<file path="config.mk">
export PLATFORM = sky130hd
export DESIGN_NAME = fwd_hazard_unit_flat
export DESIGN_NICKNAME = d
export VERILOG_FILES = /design/src/rtl/fwd_pkg.sv /design/src/rtl/fwd_hazard_unit_if.sv /design/src/rtl/fwd_src_sel.sv /design/src/rtl/fwd_hazard_unit.sv /design/src/flat_wrapper.sv
export SDC_FILE = /design/constraint.sdc
export NUM_CORES = 1
export LEC_CHECK = 0
export ABC_AREA = 1
export CAP_MARGIN = 20
export CORE_UTILIZATION = 35
export DETAILED_ROUTE_END_ITERATION = 8
export GPL_TIMING_DRIVEN = 0
export PLACE_DENSITY = 0.67
export REMOVE_ABC_BUFFERS = 1
export SKIP_LAST_GASP = 1
export SLEW_MARGIN = 15
export SYNTH_ARGS = -nofsm -noshare
export SYNTH_HDL_FRONTEND = slang
export SYNTH_SLANG_ARGS = --single-unit
export TNS_END_PERCENT = 5
</file>
<file path="constraint.sdc">
create_clock -name clk -period 1.35 [get_ports clk]
set_input_delay 0.405 -clock clk [delete_from_list [all_inputs] [get_ports clk]]
set_output_delay 0.405 -clock clk [all_outputs]
set_load 0.01 [all_outputs]
</file>
<file path="src/rtl/fwd_pkg.sv">
// Shared types and helpers for the forwarding / load-use hazard unit.
//   tag_t    : one shadow-pipeline entry {vld, wb, ld, dst}
//   SEL_RF   : select code for "read the register file"
//   sel_imm  : select code for "immediate override" given a forwarding depth
//   sel_w    : width of one per-source select field given a forwarding depth
package fwd_pkg;

  // Tag dst is stored at a fixed maximum width so the struct is not parameterised.
  // Addresses are zero-extended into it; REG_AW must not exceed this.
  localparam int unsigned MaxRegAw = 16;

  localparam int unsigned SEL_RF = 0;

  typedef struct packed {
    logic                vld;
    logic                wb;
    logic                ld;
    logic [MaxRegAw-1:0] dst;
  } tag_t;

  function automatic int unsigned sel_w(input int unsigned depth);
    return $clog2(depth + 2);
  endfunction

  function automatic int unsigned sel_imm(input int unsigned depth);
    return depth + 1;
  endfunction

endpackage

</file>
<file path="src/rtl/fwd_hazard_unit_if.sv">
// Decode-side bus of the hazard unit.
//   master : decode stage (drives id_* and flush, receives stall and fwd_sel)
//   slave  : fwd_hazard_unit
// Source i occupies id_src_addr[i*REG_AW +: REG_AW] and fwd_sel[i*SEL_W +: SEL_W].
interface fwd_hazard_unit_if #(
  parameter int unsigned REG_AW    = 3,
  parameter int unsigned NUM_SRC   = 2,
  parameter int unsigned FWD_DEPTH = 2
);
  localparam int unsigned SEL_W = fwd_pkg::sel_w(FWD_DEPTH);

  logic                      id_valid;
  logic [NUM_SRC*REG_AW-1:0] id_src_addr;
  logic [NUM_SRC-1:0]        id_src_used;
  logic [NUM_SRC-1:0]        id_imm_sel;
  logic [REG_AW-1:0]         id_dst_addr;
  logic                      id_wb;
  logic                      id_is_load;
  logic                      flush;
  logic                      stall;
  logic [NUM_SRC*SEL_W-1:0]  fwd_sel;

  modport master (
    output id_valid, id_src_addr, id_src_used, id_imm_sel, id_dst_addr, id_wb, id_is_load,
    output flush,
    input  stall, fwd_sel
  );

  modport slave (
    input  id_valid, id_src_addr, id_src_used, id_imm_sel, id_dst_addr, id_wb, id_is_load,
    input  flush,
    output stall, fwd_sel
  );
endinterface

</file>
<file path="src/rtl/fwd_src_sel.sv">
// Per-source priority matcher. Scans the shadow tags from stage 1 upward and
// picks the youngest producer of this source's register.
//   src_addr_i / src_used_i / imm_sel_i : one decode source operand
//   tags_i                              : tag pipeline, index 0 = stage 1
//   sel_o                               : 0 = RF, k = stage k, FWD_DEPTH+1 = immediate
//   hazard_o                            : winning producer is a load not yet forwardable
module fwd_src_sel
  import fwd_pkg::*;
#(
  parameter int unsigned REG_AW     = 3,
  parameter int unsigned FWD_DEPTH  = 2,
  parameter int unsigned LOAD_STAGE = 2,
  parameter int unsigned SEL_W      = 2
) (
  input  logic [REG_AW-1:0]      src_addr_i,
  input  logic                   src_used_i,
  input  logic                   imm_sel_i,
  input  tag_t [FWD_DEPTH-1:0]   tags_i,
  output logic [SEL_W-1:0]       sel_o,
  output logic                   hazard_o
);

  logic found;

  always_comb begin
    sel_o    = SEL_W'(SEL_RF);
    hazard_o = 1'b0;
    found    = 1'b0;
    for (int unsigned k = 0; k < FWD_DEPTH; k++) begin
      if (!found && src_used_i && tags_i[k].vld && tags_i[k].wb &&
          tags_i[k].dst == MaxRegAw'(src_addr_i)) begin
        found    = 1'b1;
        sel_o    = SEL_W'(k + 1);
        // Only the youngest match decides; an older match never masks a young load.
        hazard_o = tags_i[k].ld && ((k + 1) < LOAD_STAGE);
      end
    end
    if (imm_sel_i) begin
      sel_o    = SEL_W'(sel_imm(FWD_DEPTH));
      hazard_o = 1'b0;
    end
  end

endmodule

</file>
<file path="src/rtl/fwd_hazard_unit.sv">
// Forwarding and load-use hazard unit for the decode/execute boundary.
// Tracks destination tags of the next FWD_DEPTH stages internally and produces a
// bypass select per source plus a load-use stall.
//   clk, rst : clock, synchronous active-high reset
//   bus      : fwd_hazard_unit_if.slave (decode inputs, flush, stall, fwd_sel)
//   stall_cnt, fwd_cnt : statistics counters, present only with FWD_HAZARD_STATS_EN
module fwd_hazard_unit
  import fwd_pkg::*;
#(
  parameter int unsigned REG_AW     = 3,
  parameter int unsigned NUM_SRC    = 2,
  parameter int unsigned FWD_DEPTH  = 2,
  parameter int unsigned LOAD_STAGE = 2
) (
  input  logic              clk,
  input  logic              rst,
`ifdef FWD_HAZARD_STATS_EN
  fwd_hazard_unit_if.slave  bus,
  output logic [31:0]       stall_cnt,
  output logic [31:0]       fwd_cnt
`else
  fwd_hazard_unit_if.slave  bus
`endif
);

  localparam int unsigned SEL_W = sel_w(FWD_DEPTH);

  tag_t [FWD_DEPTH-1:0]     tag_q, tag_d;
  logic [NUM_SRC-1:0]       hazard;
  logic [NUM_SRC*SEL_W-1:0] sel;
  logic                     stall;

  // Shadow tag pipeline; a stalled decode enters stage 1 as a bubble.
  always_comb begin
    tag_d        = tag_q;
    tag_d[0].vld = bus.id_valid & ~stall;
    tag_d[0].wb  = bus.id_wb;
    tag_d[0].ld  = bus.id_is_load;
    tag_d[0].dst = MaxRegAw'(bus.id_dst_addr);
    for (int unsigned k = 1; k < FWD_DEPTH; k++) begin
      tag_d[k] = tag_q[k-1];
    end
    if (bus.flush) begin
      tag_d = '0;
    end
  end

  always_ff @(posedge clk) begin
    if (rst) begin
      tag_q <= '0;
    end else begin
      tag_q <= tag_d;
    end
  end

  for (genvar i = 0; i < NUM_SRC; i++) begin : g_src
    fwd_src_sel #(
      .REG_AW    (REG_AW),
      .FWD_DEPTH (FWD_DEPTH),
      .LOAD_STAGE(LOAD_STAGE),
      .SEL_W     (SEL_W)
    ) u_src_sel (
      .src_addr_i(bus.id_src_addr[i*REG_AW +: REG_AW]),
      .src_used_i(bus.id_src_used[i]),
      .imm_sel_i (bus.id_imm_sel[i]),
      .tags_i    (tag_q),
      .sel_o     (sel[i*SEL_W +: SEL_W]),
      .hazard_o  (hazard[i])
    );
  end

  assign stall       = bus.id_valid & (|hazard);
  assign bus.stall   = stall;
  assign bus.fwd_sel = sel;

`ifdef FWD_HAZARD_STATS_EN
  logic [31:0] stall_cnt_q, stall_cnt_d;
  logic [31:0] fwd_cnt_q, fwd_cnt_d;
  logic [31:0] fwd_inc;
  logic [32:0] fwd_sum;

  always_comb begin
    fwd_inc = '0;
    for (int unsigned i = 0; i < NUM_SRC; i++) begin
      if (sel[i*SEL_W +: SEL_W] != SEL_W'(SEL_RF) &&
          sel[i*SEL_W +: SEL_W] != SEL_W'(sel_imm(FWD_DEPTH))) begin
        fwd_inc = fwd_inc + 32'd1;
      end
    end
    fwd_sum     = {1'b0, fwd_cnt_q} + {1'b0, fwd_inc};
    stall_cnt_d = stall_cnt_q;
    fwd_cnt_d   = fwd_cnt_q;
    if (stall && stall_cnt_q != '1) begin
      stall_cnt_d = stall_cnt_q + 32'd1;
    end
    if (bus.id_valid && !stall) begin
      fwd_cnt_d = fwd_sum[32] ? '1 : fwd_sum[31:0];
    end
  end

  // Cleared by reset only; flush leaves the statistics intact.
  always_ff @(posedge clk) begin
    if (rst) begin
      stall_cnt_q <= '0;
      fwd_cnt_q   <= '0;
    end else begin
      stall_cnt_q <= stall_cnt_d;
      fwd_cnt_q   <= fwd_cnt_d;
    end
  end

  assign stall_cnt = stall_cnt_q;
  assign fwd_cnt   = fwd_cnt_q;
`endif

endmodule

</file>
<file path="src/flat_wrapper.sv">
// flat-port wrapper written by rule: the top's interface ports become plain ports
module fwd_hazard_unit_flat import fwd_pkg::*;
#(
  parameter int unsigned REG_AW     = 3,
  parameter int unsigned NUM_SRC    = 2,
  parameter int unsigned FWD_DEPTH  = 2,
  parameter int unsigned LOAD_STAGE = 2
)
  (clk, rst, bus_id_valid, bus_id_src_addr, bus_id_src_used, bus_id_imm_sel, bus_id_dst_addr, bus_id_wb, bus_id_is_load, bus_flush, bus_stall, bus_fwd_sel);
  fwd_hazard_unit_if #(.REG_AW(REG_AW), .NUM_SRC(NUM_SRC), .FWD_DEPTH(FWD_DEPTH)) bus_i ();
  input  logic clk;
  input  logic rst;
  input wire logic [$bits(bus_i.id_valid)-1:0] bus_id_valid;
  input wire logic [$bits(bus_i.id_src_addr)-1:0] bus_id_src_addr;
  input wire logic [$bits(bus_i.id_src_used)-1:0] bus_id_src_used;
  input wire logic [$bits(bus_i.id_imm_sel)-1:0] bus_id_imm_sel;
  input wire logic [$bits(bus_i.id_dst_addr)-1:0] bus_id_dst_addr;
  input wire logic [$bits(bus_i.id_wb)-1:0] bus_id_wb;
  input wire logic [$bits(bus_i.id_is_load)-1:0] bus_id_is_load;
  input wire logic [$bits(bus_i.flush)-1:0] bus_flush;
  output wire logic [$bits(bus_i.stall)-1:0] bus_stall;
  output wire logic [$bits(bus_i.fwd_sel)-1:0] bus_fwd_sel;
  assign bus_i.id_valid = bus_id_valid;
  assign bus_i.id_src_addr = bus_id_src_addr;
  assign bus_i.id_src_used = bus_id_src_used;
  assign bus_i.id_imm_sel = bus_id_imm_sel;
  assign bus_i.id_dst_addr = bus_id_dst_addr;
  assign bus_i.id_wb = bus_id_wb;
  assign bus_i.id_is_load = bus_id_is_load;
  assign bus_i.flush = bus_flush;
  assign bus_stall = bus_i.stall;
  assign bus_fwd_sel = bus_i.fwd_sel;
  fwd_hazard_unit #(.REG_AW(REG_AW), .NUM_SRC(NUM_SRC), .FWD_DEPTH(FWD_DEPTH), .LOAD_STAGE(LOAD_STAGE)) u_core (.clk(clk), .rst(rst), .bus(bus_i));
endmodule
</file>
# Word-level counts from Yosys, hierarchy flattened
# Index checks and enable logic that the tools add are counted.
# word_totals
regBits,37
latchBits,0
mem_bits_rw,0
rom_bits,0
inputBits,19
output_inout_bits,5
wordCells,47
memories,0
# op_classes
add_sub_neg,0
n_mul,0
n_div,0
n_lt_le_gt_ge,0
n_eq_ne,4
n_shift,0
muxes,14
n_bitwise,3
n_reduce_logical,18
# ops
operator,n
equality test 16 x 3 -> 1 bit,4
logical AND 1 bit,14
2-to-1 mux 1 bit,10
2-to-1 mux 2 bit,4
OR reduction 2 bit,2
AND 1 bit,2
zero test 1 bit,2
inverter 1 bit,1

# Logic depth before layout (Yosys ltp)
# Gate-level depths: netlist (run 1).
# depth
depth_word,15
depth_mapped,8
ltp_nobuf,8

# By module
# From an unflattened synthesis (run 1), not the netlist that was laid out.
# hier_totals
cells_unflattened,186
hier_area_um2,987.2
# by_module_without_submodules
module,instances,cells_each,area_each_um2
fwd_src_sel,2,71,291.5
fwd_hazard_unit,1,44,404.1

# Least setup slack after synthesis (run 1)
# Ideal clock, no wire load.
# synth_path
kind,input to output
startpoint,input port bus_id_src_addr[0]
endpoint,output port bus_stall
arrival_ns,0.941
path_slack_ns,0.004
path_stages,8
n_path_buf,0
cell_sequence,inv_1 nand2_1 nand2_1 nor2_2 nand3_1 nand2_1 nand2_1 nor2_2
# synth_via
elab_chain_cells,12
elab_cells_between_ends,14
classes_between,2 x eq/ne; 4 x mux; 1 x bitwise; 7 x reduce/logical
# synth_lines
item,line_no,rtl
start: declaration,flat_wrapper.sv:14,input wire logic [$bits(bus_i.id_src_addr)-1:0] bus_id_src_addr;
equality test 16 x 3 -> 1 bit,fwd_src_sel.sv:31,tags_i[k].dst == MaxRegAw'(src_addr_i)) begin
logical AND 1 bit,fwd_src_sel.sv:30,if (!found && src_used_i && tags_i[k].vld && tags_i[k].wb &&
2-to-1 mux 1 bit,fwd_src_sel.sv:30,
zero test 1 bit,fwd_src_sel.sv:30,
logical AND 1 bit (4 in a row),fwd_src_sel.sv:30,
2-to-1 mux 1 bit (*),fwd_src_sel.sv:30,
2-to-1 mux 1 bit (*),fwd_src_sel.sv:38,if (imm_sel_i) begin
OR reduction 2 bit (*),fwd_hazard_unit.sv:72,assign stall = bus.id_valid & (|hazard);
AND 1 bit (*),fwd_hazard_unit.sv:72,
end: declaration,flat_wrapper.sv:21,output wire logic [$bits(bus_i.stall)-1:0] bus_stall;
# Mark *: on every way between the ends. The rest lies on a longest branch, timed or not.

# Final worst setup path (run 1)
# layout_path
startpoint,input port bus_id_src_addr[0]
endpoint,output port bus_fwd_sel[1]
# layout_via
elab_chain_cells,10
elab_cells_between_ends,11
classes_between,2 x eq/ne; 3 x mux; 6 x reduce/logical
# layout_lines
item,line_no,rtl
equality test 16 x 3 -> 1 bit,fwd_src_sel.sv:31,
logical AND 1 bit,fwd_src_sel.sv:30,
2-to-1 mux 1 bit,fwd_src_sel.sv:30,
zero test 1 bit,fwd_src_sel.sv:30,
logical AND 1 bit (3 in a row),fwd_src_sel.sv:30,
logical AND 1 bit (*),fwd_src_sel.sv:30,
2-to-1 mux 2 bit (*),fwd_src_sel.sv:30,
2-to-1 mux 2 bit (*),fwd_src_sel.sv:38,
end: declaration,flat_wrapper.sv:22,output wire logic [$bits(bus_i.fwd_sel)-1:0] bus_fwd_sel;
# Marked as above.

==> qor.yml, run 1 <==
logic_synthesis:
  ys_top_cells_by_area: "dfxtp_1 (37%), nand2_1 (18%), inv_1 (10%), nor2_1 (8.9%), xnor2_1 (5.9%)"
  yosys_most_used_dff: "dfxtp_1"
  synth_area_per_cell_um2: 6.30
  synth_edf_count: 0
  yosysTopAreaCell: "dfxtp_1"
  synth_top_area_share_pct: 37.2
  yosysWarningCount: 0
  syn-cell-area_um2: 592
  yosysMostFrequentCell: "nand2_1"
  yosysSeqAreaShare_pct: 37.2
  ys_ff_latch: 11
  synthArstFlopShare_pct: 0
  synth_common_cells: "nand2_1 (28), inv_1 (16), nor2_1 (14)"
  netlist_instances: 94
  ys_types: 11
setup_path:
  crit_start: "bus_id_src_addr[0]"
  critical_path.max_fanout: 3
  cp.required_ns: 0.95
  r2r_start: "u_core.tag_q[2]$_SDFF_PP0_"
  cp.arrival_ns: 1.41
  crit_type: "in2out"
  critical_path.startpoint_type: "primary input"
  end_kind: "output pin"
floorplan:
  core_region_area_um2: 1540
  dieWidth_um: 43.1
  floorplan.rows: 14
  die_y_um: 43.1
  num_io_pins: 24
  die-area_um2: 1860
  start_util_pct: 38.4
final_layout:
  synthToLayoutAreaGrowth_pct: 61.5
  final_nets: 150
  diodes: 0
  top_regs: "u_core.tag_q (11)"
  largest_reg_flops: 11
  final_util_pct: 62.0
  final_area_um2: 956
  regMostFlops: "u_core.tag_q"
  layout-drive-gt1-share_pct: 27.7
detailed_routing:
  drtPass1Iterations: 4
  num_vias: 646
  avgRoutedWirePerCell_um: 8.90
  via_per_inst: 4.42
  finalWirelength_um: 1300
  drt_iter0_drc: 6
  drc: 0
  ant_nets: 0
sta:
  tightest_slew_ns: 0.273
  setup_viol: 6
  clock.fmax_mhz: 552
  period_share_pct: 134
  hold_viol_final: 0
  drv_slew: 0
  rsz0062_at_grt: "true"
  max_slew_margin_pct: 81.7
  fin_skew_ns: 0.00217
  timing.final.ws_setup_ns: -0.462
  finalSetupTns_ns: -2.44
  fin_crit_ns: 1.81
global_routing:
  track_usage_pct: 16.6
  grt_pass1_vias: 607
  grt_pass1_wl_um: 2300
  grt_max_degree: 11
  overflow: 0
  antenna_found_initial: 0
place:
  place_area_um2: 842
  place.gp.congestion: 0.740
  port_buffers: 23
  hpwlAfterDp_um: 982
  pre_cts_ws_ns: -1.13
run_status:
  status: "complete, but fails checks"
  violations: "setup timing"
clocking:
  clockBufferDepth: 2
  cts-root-buf: "clkbuf_4"
  clkLatencyLatePin_ns: 0.26
  cts_buffers: 3
  cts_max_level: 1
  cts_tree: "built"
  path_clk_slew_ns: 0.07
  clkSinkCount: 11
power_and_ir_drop:
  p_leak_nw: 0.482
  peakVddDrop_mv: 0.549
  p_per_area_nw_per_um2: 734
min_path:
  hold_start: "u_core.tag_q[17]$_SDFF_PP0_"
  min_path_type: "reg2reg"
run:
  cap_violations: 0
## worst max-delay path: stages
cell and delay, ns:
dlygate4sd2_1 0.25, inv_1 0.05, nand2_1 0.05, nand2_1 0.08, nor2_4 0.13, nand2_1 0.09, nand4_1 0.08, nand2_1 0.06
clkdlybuf4s15_2 0.22
## stage by stage
stage	total power [mW]	instances	hold WS, ns
3_3_place_gp	0.483	133	0.435
2_1_floorplan	0.404	94	0.422
5_1_grt	0.745	146	0.467
4_1_cts	0.699	144	0.454
6_report	0.701	146	0.454
3_5_place_dp	0.485	133	0.439
## layout by cell type (no fill, tap or decap), types with 3 or more instances in the layout
cell	count
clkbuf_4	3
nand4_1	4
buf_4	8
xnor2_1	4
nor2_1	14
dfxtp_2	4
dfxtp_1	7
nand2_1	24
inv_1	16
nand2_2	4
inv_2	3
nand3_1	4
dlygate4sd2_1	6
nor2_2	3
clkdlybuf4s50_1	10
## metal layers
metal  part of all wire, %  wire, µm  vias to the layer above  global-route usage, %
li1                      -         -                      351                      -
met1                    46       595                      270                   19.1
met2                    47       606                       19                   26.6
met3                   4.4        57                        6                   4.26
met4                   3.0        39                        0                   10.9
met5                     0         0                        -                      0
## report_power, final
| part | internal [mW] | switching [mW] | leakage [nW] |
|---|---|---|---|
| Clock | 0.109 | 0.107 | 0.0177 |
| Combinational | 0.0782 | 0.0636 | 0.373 |
| Sequential | 0.335 | 0.00809 | 0.0913 |
| Total | 0.523 | 0.179 | 0.482 |
## cells by family after synthesis
logic type	share of synthesized area, %
xor+xnor	8.88
buf+inv	12.7
flops	37.2
simple gates	41.2
## layout make-up
type	count	area, µm²
Clock inverter	1	5.00
Timing Repair Buffer	32	282
Tap cell	16	20.0
Fill cell	152	586
Sequential cell	11	225
Multi-Input combinational cell	63	327
Inverter	20	75.1
Clock buffer	3	22.5
## worst paths after layout
path | end | slack, ns | cells after the start
setup / recovery | bus_fwd_sel[1] | -0.46 | 9
hold / removal | u_core.tag_q[36]$_SDFF_PP0_ | 0.45 | 2
setup reg to reg | u_core.tag_q[18]$_SDFF_PP0_ | -0.33 | 14
hold reg to reg | u_core.tag_q[36]$_SDFF_PP0_ | 0.45 | 2
## timing repair
action,in CTS,in global routing
endpoints found under the setup margin,5,8
pin swaps,5,8
setup buffers,7,2
hold endpoints to repair,0,0
hold buffers,0,0
gates resized for setup,25,14
Note: power is estimated with default switching activity, not from simulation.
==> run 2, diff against run 1 <==
--- a/config.mk
+++ b/config.mk
@@ -7,6 +7,7 @@
 export LEC_CHECK = 0
 export ABC_AREA = 1
 export CAP_MARGIN = 20
+export CORE_MARGIN = 2
 export CORE_UTILIZATION = 35
 export DETAILED_ROUTE_END_ITERATION = 8
 export GPL_TIMING_DRIVEN = 0
==> qor.yml, run 2 (synthesis results as in run 1) <==
run_status:
  status: "complete, but fails checks"
  violations: "setup timing"
power_and_ir_drop:
  p_per_area_nw_per_um2: 788  # +7.4%
  p_leak_nw: 0.438  # -9.2%
  peakVddDrop_mv: 0.671  # +22%
setup_path:
  cp.arrival_ns: 1.40  # about the same
  critical_path.startpoint_type: "flop"
  crit_type: "reg2out"
  end_kind: "output pin"
  critical_path.max_fanout: 3  # unchanged
  cp.required_ns: 0.95  # about the same
  ff2ff_path_depth: 8  # -6
global_routing:
  grt_pass1_vias: 574  # -5.4%
  antenna_found_initial: 0  # unchanged
  overflow: 0  # unchanged
  track_usage_pct: 15.2  # -1.4 points
  grt_max_degree: 11  # unchanged
  grt_pass1_wl_um: 2210  # -3.9%
sta:
  holdWs_ns: 0.466  # +0.0118 ns
  max_slew_margin_pct: 82.3  # +0.59 points
  rsz0062_at_grt: "true"
  tightest_slew_ns: 0.265  # -0.00887 ns
  fin_crit_ns: 1.81  # -0.00246 ns
  drv_slew: 0  # unchanged
  period_share_pct: 134  # -0.18 points
  hold_viol_final: 0  # unchanged
  timing.final.ws_setup_ns: -0.460  # +0.00246 ns
  setup_viol: 5  # -1
  fin_skew_ns: 0.000555  # -0.00161 ns
  clock.fmax_mhz: 553  # +0.14%
min_path:
  min_path_type: "reg2reg"
  min_path_cells: 2  # unchanged
clocking:
  path_clk_slew_ns: 0.07  # about the same
  clkLatencyLatePin_ns: 0.26  # about the same
  cts-root-buf: "clkbuf_4"
  cts_tree: "built"
  clkSinkCount: 11  # unchanged
  clockBufferDepth: 2  # unchanged
  cts_max_level: 1  # unchanged
  cts_buffers: 3  # unchanged
final_layout:
  layout-drive-gt1-share_pct: 17.2  # -10 points
  mostFrequentLayoutCell: "nand2_1"
  final_cell_mix: "nand2_1 (28), inv_1 (16), nor2_1 (14), clkdlybuf4s50_1 (10), dfxtp_1 (9)"
  final_nets: 142  # -5.3%
  layout.cells.non_filler: 138  # -5.5%
  regMostFlops: "u_core.tag_q"
  largest_reg_flops: 11  # unchanged
  diodes: 0  # unchanged
  top_regs: "u_core.tag_q (11)"
  synthToLayoutAreaGrowth_pct: 48.0
detailed_routing:
  avgRoutedWirePerCell_um: 8.91  # +0.18%
  drtPass1Iterations: 4  # unchanged
  drc: 0  # unchanged
  finalWirelength_um: 1230  # -5.3%
  drt_iter0_drc: 9  # +3
  ant_nets: 0  # unchanged
  num_vias: 612  # -5.3%
  via_per_inst: 4.43  # +0.23%
floorplan:
  start_util_pct: 38.4  # unchanged
  num_io_pins: 24  # unchanged
  dieWidth_um: 45.1  # +4.6%
  die_y_um: 45.1  # +4.6%
  die-area_um2: 2040  # +9.5%
  floorplan.rows: 14  # unchanged
  core_region_area_um2: 1540  # unchanged
run:
  cap_violations: 0  # unchanged
place:
  place.gp.congestion: 0.744  # +0.42%
  port_buffers: 23  # unchanged
  dp.cells: 133  # unchanged
  hpwlAfterDp_um: 1030  # +4.5%
run 2: cell types whose count changed in the layout (fill, tap and decap cells not counted), sizes merged:
cell / previous run / this run
clkbuf: 5 / 4
clkdlybuf4s15: 4 / 5
buf: 10 / 2
run 2: where the power goes:
part | switching (mW) | internal [mW] | total [mW]
clock | 0.110 | 0.109 | 0.219
sequential | 0.00818 | 0.335 | 0.343
combinational | 0.0572 | 0.0709 | 0.128
total | 0.175 | 0.515 | 0.690
run 2: stage by stage:
step	setup slack [ns]	total power, mW	utilization, %	instance area, µm²	TNS (ns)
floorplan	0.00412	0.404	-	592	0
global placement	-1.11	0.483	54.6	842	-6.01
detailed placement	-1.14	0.485	54.6	842	-6.26
CTS	-0.463	0.702	57.1	881	-2.16
global route	-0.618	0.733	56.8	876	-2.82
finish	-0.460	0.690	56.8	876	-2.15
run 2: final timing paths:
kind | to | slack, ns | from
worst min-delay path | u_core.tag_q[36]$_SDFF_PP0_ | 0.47 | u_core.tag_q[17]$_SDFF_PP0_
worst max-delay path | bus_stall | -0.46 | u_core.tag_q[0]$_SDFF_PP0_
worst max register to register | u_core.tag_q[18]$_SDFF_PP0_ | 0.31 | u_core.tag_q[0]$_SDFF_PP0_
worst min register to register | u_core.tag_q[36]$_SDFF_PP0_ | 0.47 | u_core.tag_q[17]$_SDFF_PP0_
run 2: timing repair:
| action | in CTS | in global routing |
|---|---|---|
| resized for setup | 29 | 1 |
| pin swaps | 8 | 1 |
| hold buffers | 0 | 0 |
| setup endpoints to repair | 5 | 5 |
| setup buffers | 1 | 0 |
run 2: layer usage:
layer | GRT usage, % | routed length (µm) | vias to the layer above | share of wire, %
met4 | 7.06 | 12 | 0 | 0.98
li1 | - | - | 334 | -
met5 | 0 | 0 | - | 0
met1 | 19.7 | 576 | 261 | 47
met3 | 3.60 | 69 | 2 | 5.6
met2 | 23.7 | 573 | 15 | 47
run 2: cell type report:
type                       instances  area [µm²]
fill                             159         666
multi-input combinational         63         307
timing repair buffer              24         224
sequential                        11         223
inverter                          20        75.1
clock buffer                       3        22.5
tap                               16        20.0
clock inverter                     1        5.00
run 2: worst max-delay path, stage by stage (launching register included):
cell	delay (ns)
dfxtp_2	0.35
inv_2	0.04
nand2_1	0.05
nand2_1	0.06
nor2_2	0.14
buf_4	0.12
nand3_1	0.05
nand2_1	0.06
nand2_1	0.06
nor2_2	0.07
buf_2	0.13
==> run 3, diff against run 2 <==
--- a/config.mk
+++ b/config.mk
@@ -8,10 +8,10 @@
 export ABC_AREA = 1
 export CAP_MARGIN = 20
 export CORE_MARGIN = 2
-export CORE_UTILIZATION = 35
+export CORE_UTILIZATION = 41
 export DETAILED_ROUTE_END_ITERATION = 8
 export GPL_TIMING_DRIVEN = 0
-export PLACE_DENSITY = 0.67
+export PLACE_DENSITY = 0.77
 export REMOVE_ABC_BUFFERS = 1
 export SKIP_LAST_GASP = 1
 export SLEW_MARGIN = 15
==> qor.yml, run 3 (synthesis results as in run 1) <==
setup_path:
  crit_start: "bus_id_imm_sel[1]"
  path_cells: "clkdlybuf4s50_1 > inv_1 > nand3_1 > nand2_1 > nand2_1 > nor2_2 > buf_2"
  end_kind: "output pin"
  ff2ff_path_depth: 14  # +6
  worst-path-stages: 7  # -3
  crit_type: "in2out"
  r2r_start: "u_core.tag_q[1]$_SDFF_PP0_"
  cp.arrival_ns: 1.34  # -0.06 ns
  cp.required_ns: 0.95  # about the same
  critical_path.max_fanout: 4  # +1
  critical_path.startpoint_type: "primary input"
  path_buf_inv: 3  # unchanged
  cpLargestDelayFamily: "buffers and inverters"
  crit_slowest_cell: "clkdlybuf4s50_1"
  max_stage_delay_ns: 0.40  # +0.05 ns
  cpMostUsedCell: "nand2_1"
floorplan:
  dieWidth_um: 42.0  # -6.9%
  floorplan.rows: 13  # -1
  num_io_pins: 24  # unchanged
  die-area_um2: 1760  # -13%
  core_region_area_um2: 1320  # -15%
  start_util_pct: 44.9  # +6.5 points
  die_y_um: 42.0  # -6.9%
sta:
  setup_viol: 6  # +1
  fin_crit_ns: 1.74  # -0.0665 ns
  holdWs_ns: 0.443  # -0.0233 ns
  hold_viol_final: 0  # unchanged
  clock.fmax_mhz: 574  # +3.8%
  tightest_slew_ns: 0.270  # +0.00573 ns
  max_slew_margin_pct: 81.9  # -0.38 points
  period_share_pct: 129  # -4.9 points
  timing.final.ws_setup_ns: -0.393  # +0.0665 ns
  rsz0062_at_grt: "true"
  drv_slew: 0  # unchanged
  fin_skew_ns: 0.00273  # +0.00217 ns
detailed_routing:
  avgRoutedWirePerCell_um: 9.74  # +9.3%
  drt_iter0_drc: 7  # -2
  finalWirelength_um: 1390  # +13%
  via_per_inst: 4.53  # +2.2%
  num_vias: 648  # +5.9%
  drtPass1Iterations: 6  # +2
  ant_nets: 0  # unchanged
  drc: 0  # unchanged
global_routing:
  grt_pass1_wl_um: 2260  # +1.9%
  grt_pass1_vias: 575  # +0.17%
  track_usage_pct: 17.8  # +2.6 points
  overflow: 0  # unchanged
  grt_max_degree: 11  # unchanged
  antenna_found_initial: 0  # unchanged
clocking:
  clockBufferDepth: 2  # unchanged
  cts_hold_buf: 0  # unchanged
  clkLatencyLatePin_ns: 0.27  # about the same
  clkSinkCount: 11  # unchanged
  cts_tree: "built"
  cts_max_level: 1  # unchanged
  cts-root-buf: "clkbuf_4"
  path_clk_slew_ns: 0.07  # about the same
  cts_buffers: 3  # unchanged
final_layout:
  top_regs: "u_core.tag_q (11)"
  layout-drive-gt1-share_pct: 22.7  # +5.4 points
  final_util_pct: 68.2  # +11 points
  final_nets: 148  # +4.2%
  layout.cells.non_filler: 143  # +3.6%
  synthToLayoutAreaGrowth_pct: 51.8
  n_fill_cell: 113  # -29%
  regArea_um2: 224  # +0.56%
  final_cell_mix: "nand2_1 (28), inv_1 (16), nor2_1 (14), clkdlybuf4s50_1 (10), dfxtp_1 (8)"
  largest_reg_flops: 11  # unchanged
  regMostFlops: "u_core.tag_q"
  mostFrequentLayoutCell: "nand2_1"
  diodes: 0  # unchanged
  multi_input_area_um2: 297  # -3.3%
place:
  pre_cts_ws_ns: -1.12  # +0.0178 ns
  dp.cells: 132  # -0.75%
  place.gp.congestion: 0.731  # -1.6%
  port_buffers: 23  # unchanged
  hpwlAfterDp_um: 965  # -6.0%
power_and_ir_drop:
  peakVddDrop_mv: 0.556  # -17%
  p_per_area_nw_per_um2: 792  # +0.60%
  p_leak_nw: 0.461  # +5.3%
run_status:
  violations: "setup timing"
  status: "complete, but fails checks"
run:
  cap_violations: 0  # unchanged
min_path:
  hold_start: "u_core.tag_q[18]$_SDFF_PP0_"
  min_path_cells: 2  # unchanged
  min_path_type: "reg2reg"
[run 3: changes by cell type in the layout (fill, tap and decap cells not counted), sizes merged]
cell,previous run,this run
clkinv,2,1
buf,2,10
dlygate4sd2,6,3
clkbuf,4,6
[run 3: path summary, 6_finish.rpt]
check                                end  slack (ns)
min reg2reg  u_core.tag_q[37]$_SDFF_PP0_        0.44
min          u_core.tag_q[37]$_SDFF_PP0_        0.44
max reg2reg  u_core.tag_q[18]$_SDFF_PP0_       -0.29
max                            bus_stall       -0.39
[run 3: layout make-up]
cell class                      count  share of cell area, %
Inverter                           20                   8.36
Multi-Input combinational cell     63                   33.0
Clock buffer                        4                   2.92
Sequential cell                    11                   24.9
Timing Repair Buffer               30                   28.7
Tap cell                           15                   2.09
[run 3: worst reg2reg max path: cells and delay by family (launching register included)]
family        cells  cell delay, ns
flops             1            0.34
simple gates      6            0.35
buf+inv           8            0.90
[run 3: through the flow]
| step | cell area [µm²] | setup TNS [ns] | power [mW] |
|---|---|---|---|
| final | 898 | -2.03 | 0.712 |
| after global routing | 898 | -2.60 | 0.753 |
| after CTS | 898 | -2.01 | 0.720 |
| after detailed placement | 841 | -6.10 | 0.484 |
| after global placement | 841 | -5.93 | 0.481 |
| after floorplan | 592 | 0 | 0.404 |
[run 3: power by group]
group / total, mW / leakage (nW) / internal [mW] / switching, mW
logic: 0.148 / 0.355 / 0.0858 / 0.0621
clock network: 0.221 / 0.0150 / 0.114 / 0.107
registers: 0.343 / 0.0909 / 0.335 / 0.00777
[run 3: metal layers]
layer	part of all wire, %	GRT usage, %
met5	0	0
met4	4.9	18.7
met3	5.5	4.74
met2	48	27.8
met1	42	18.4
[run 3: timing repair]
action                                  4_1_cts  5_1_grt
setup buffers                                 6        1
resized for setup                            33        4
pin swaps                                     6        3
endpoints found under the setup margin        5        6
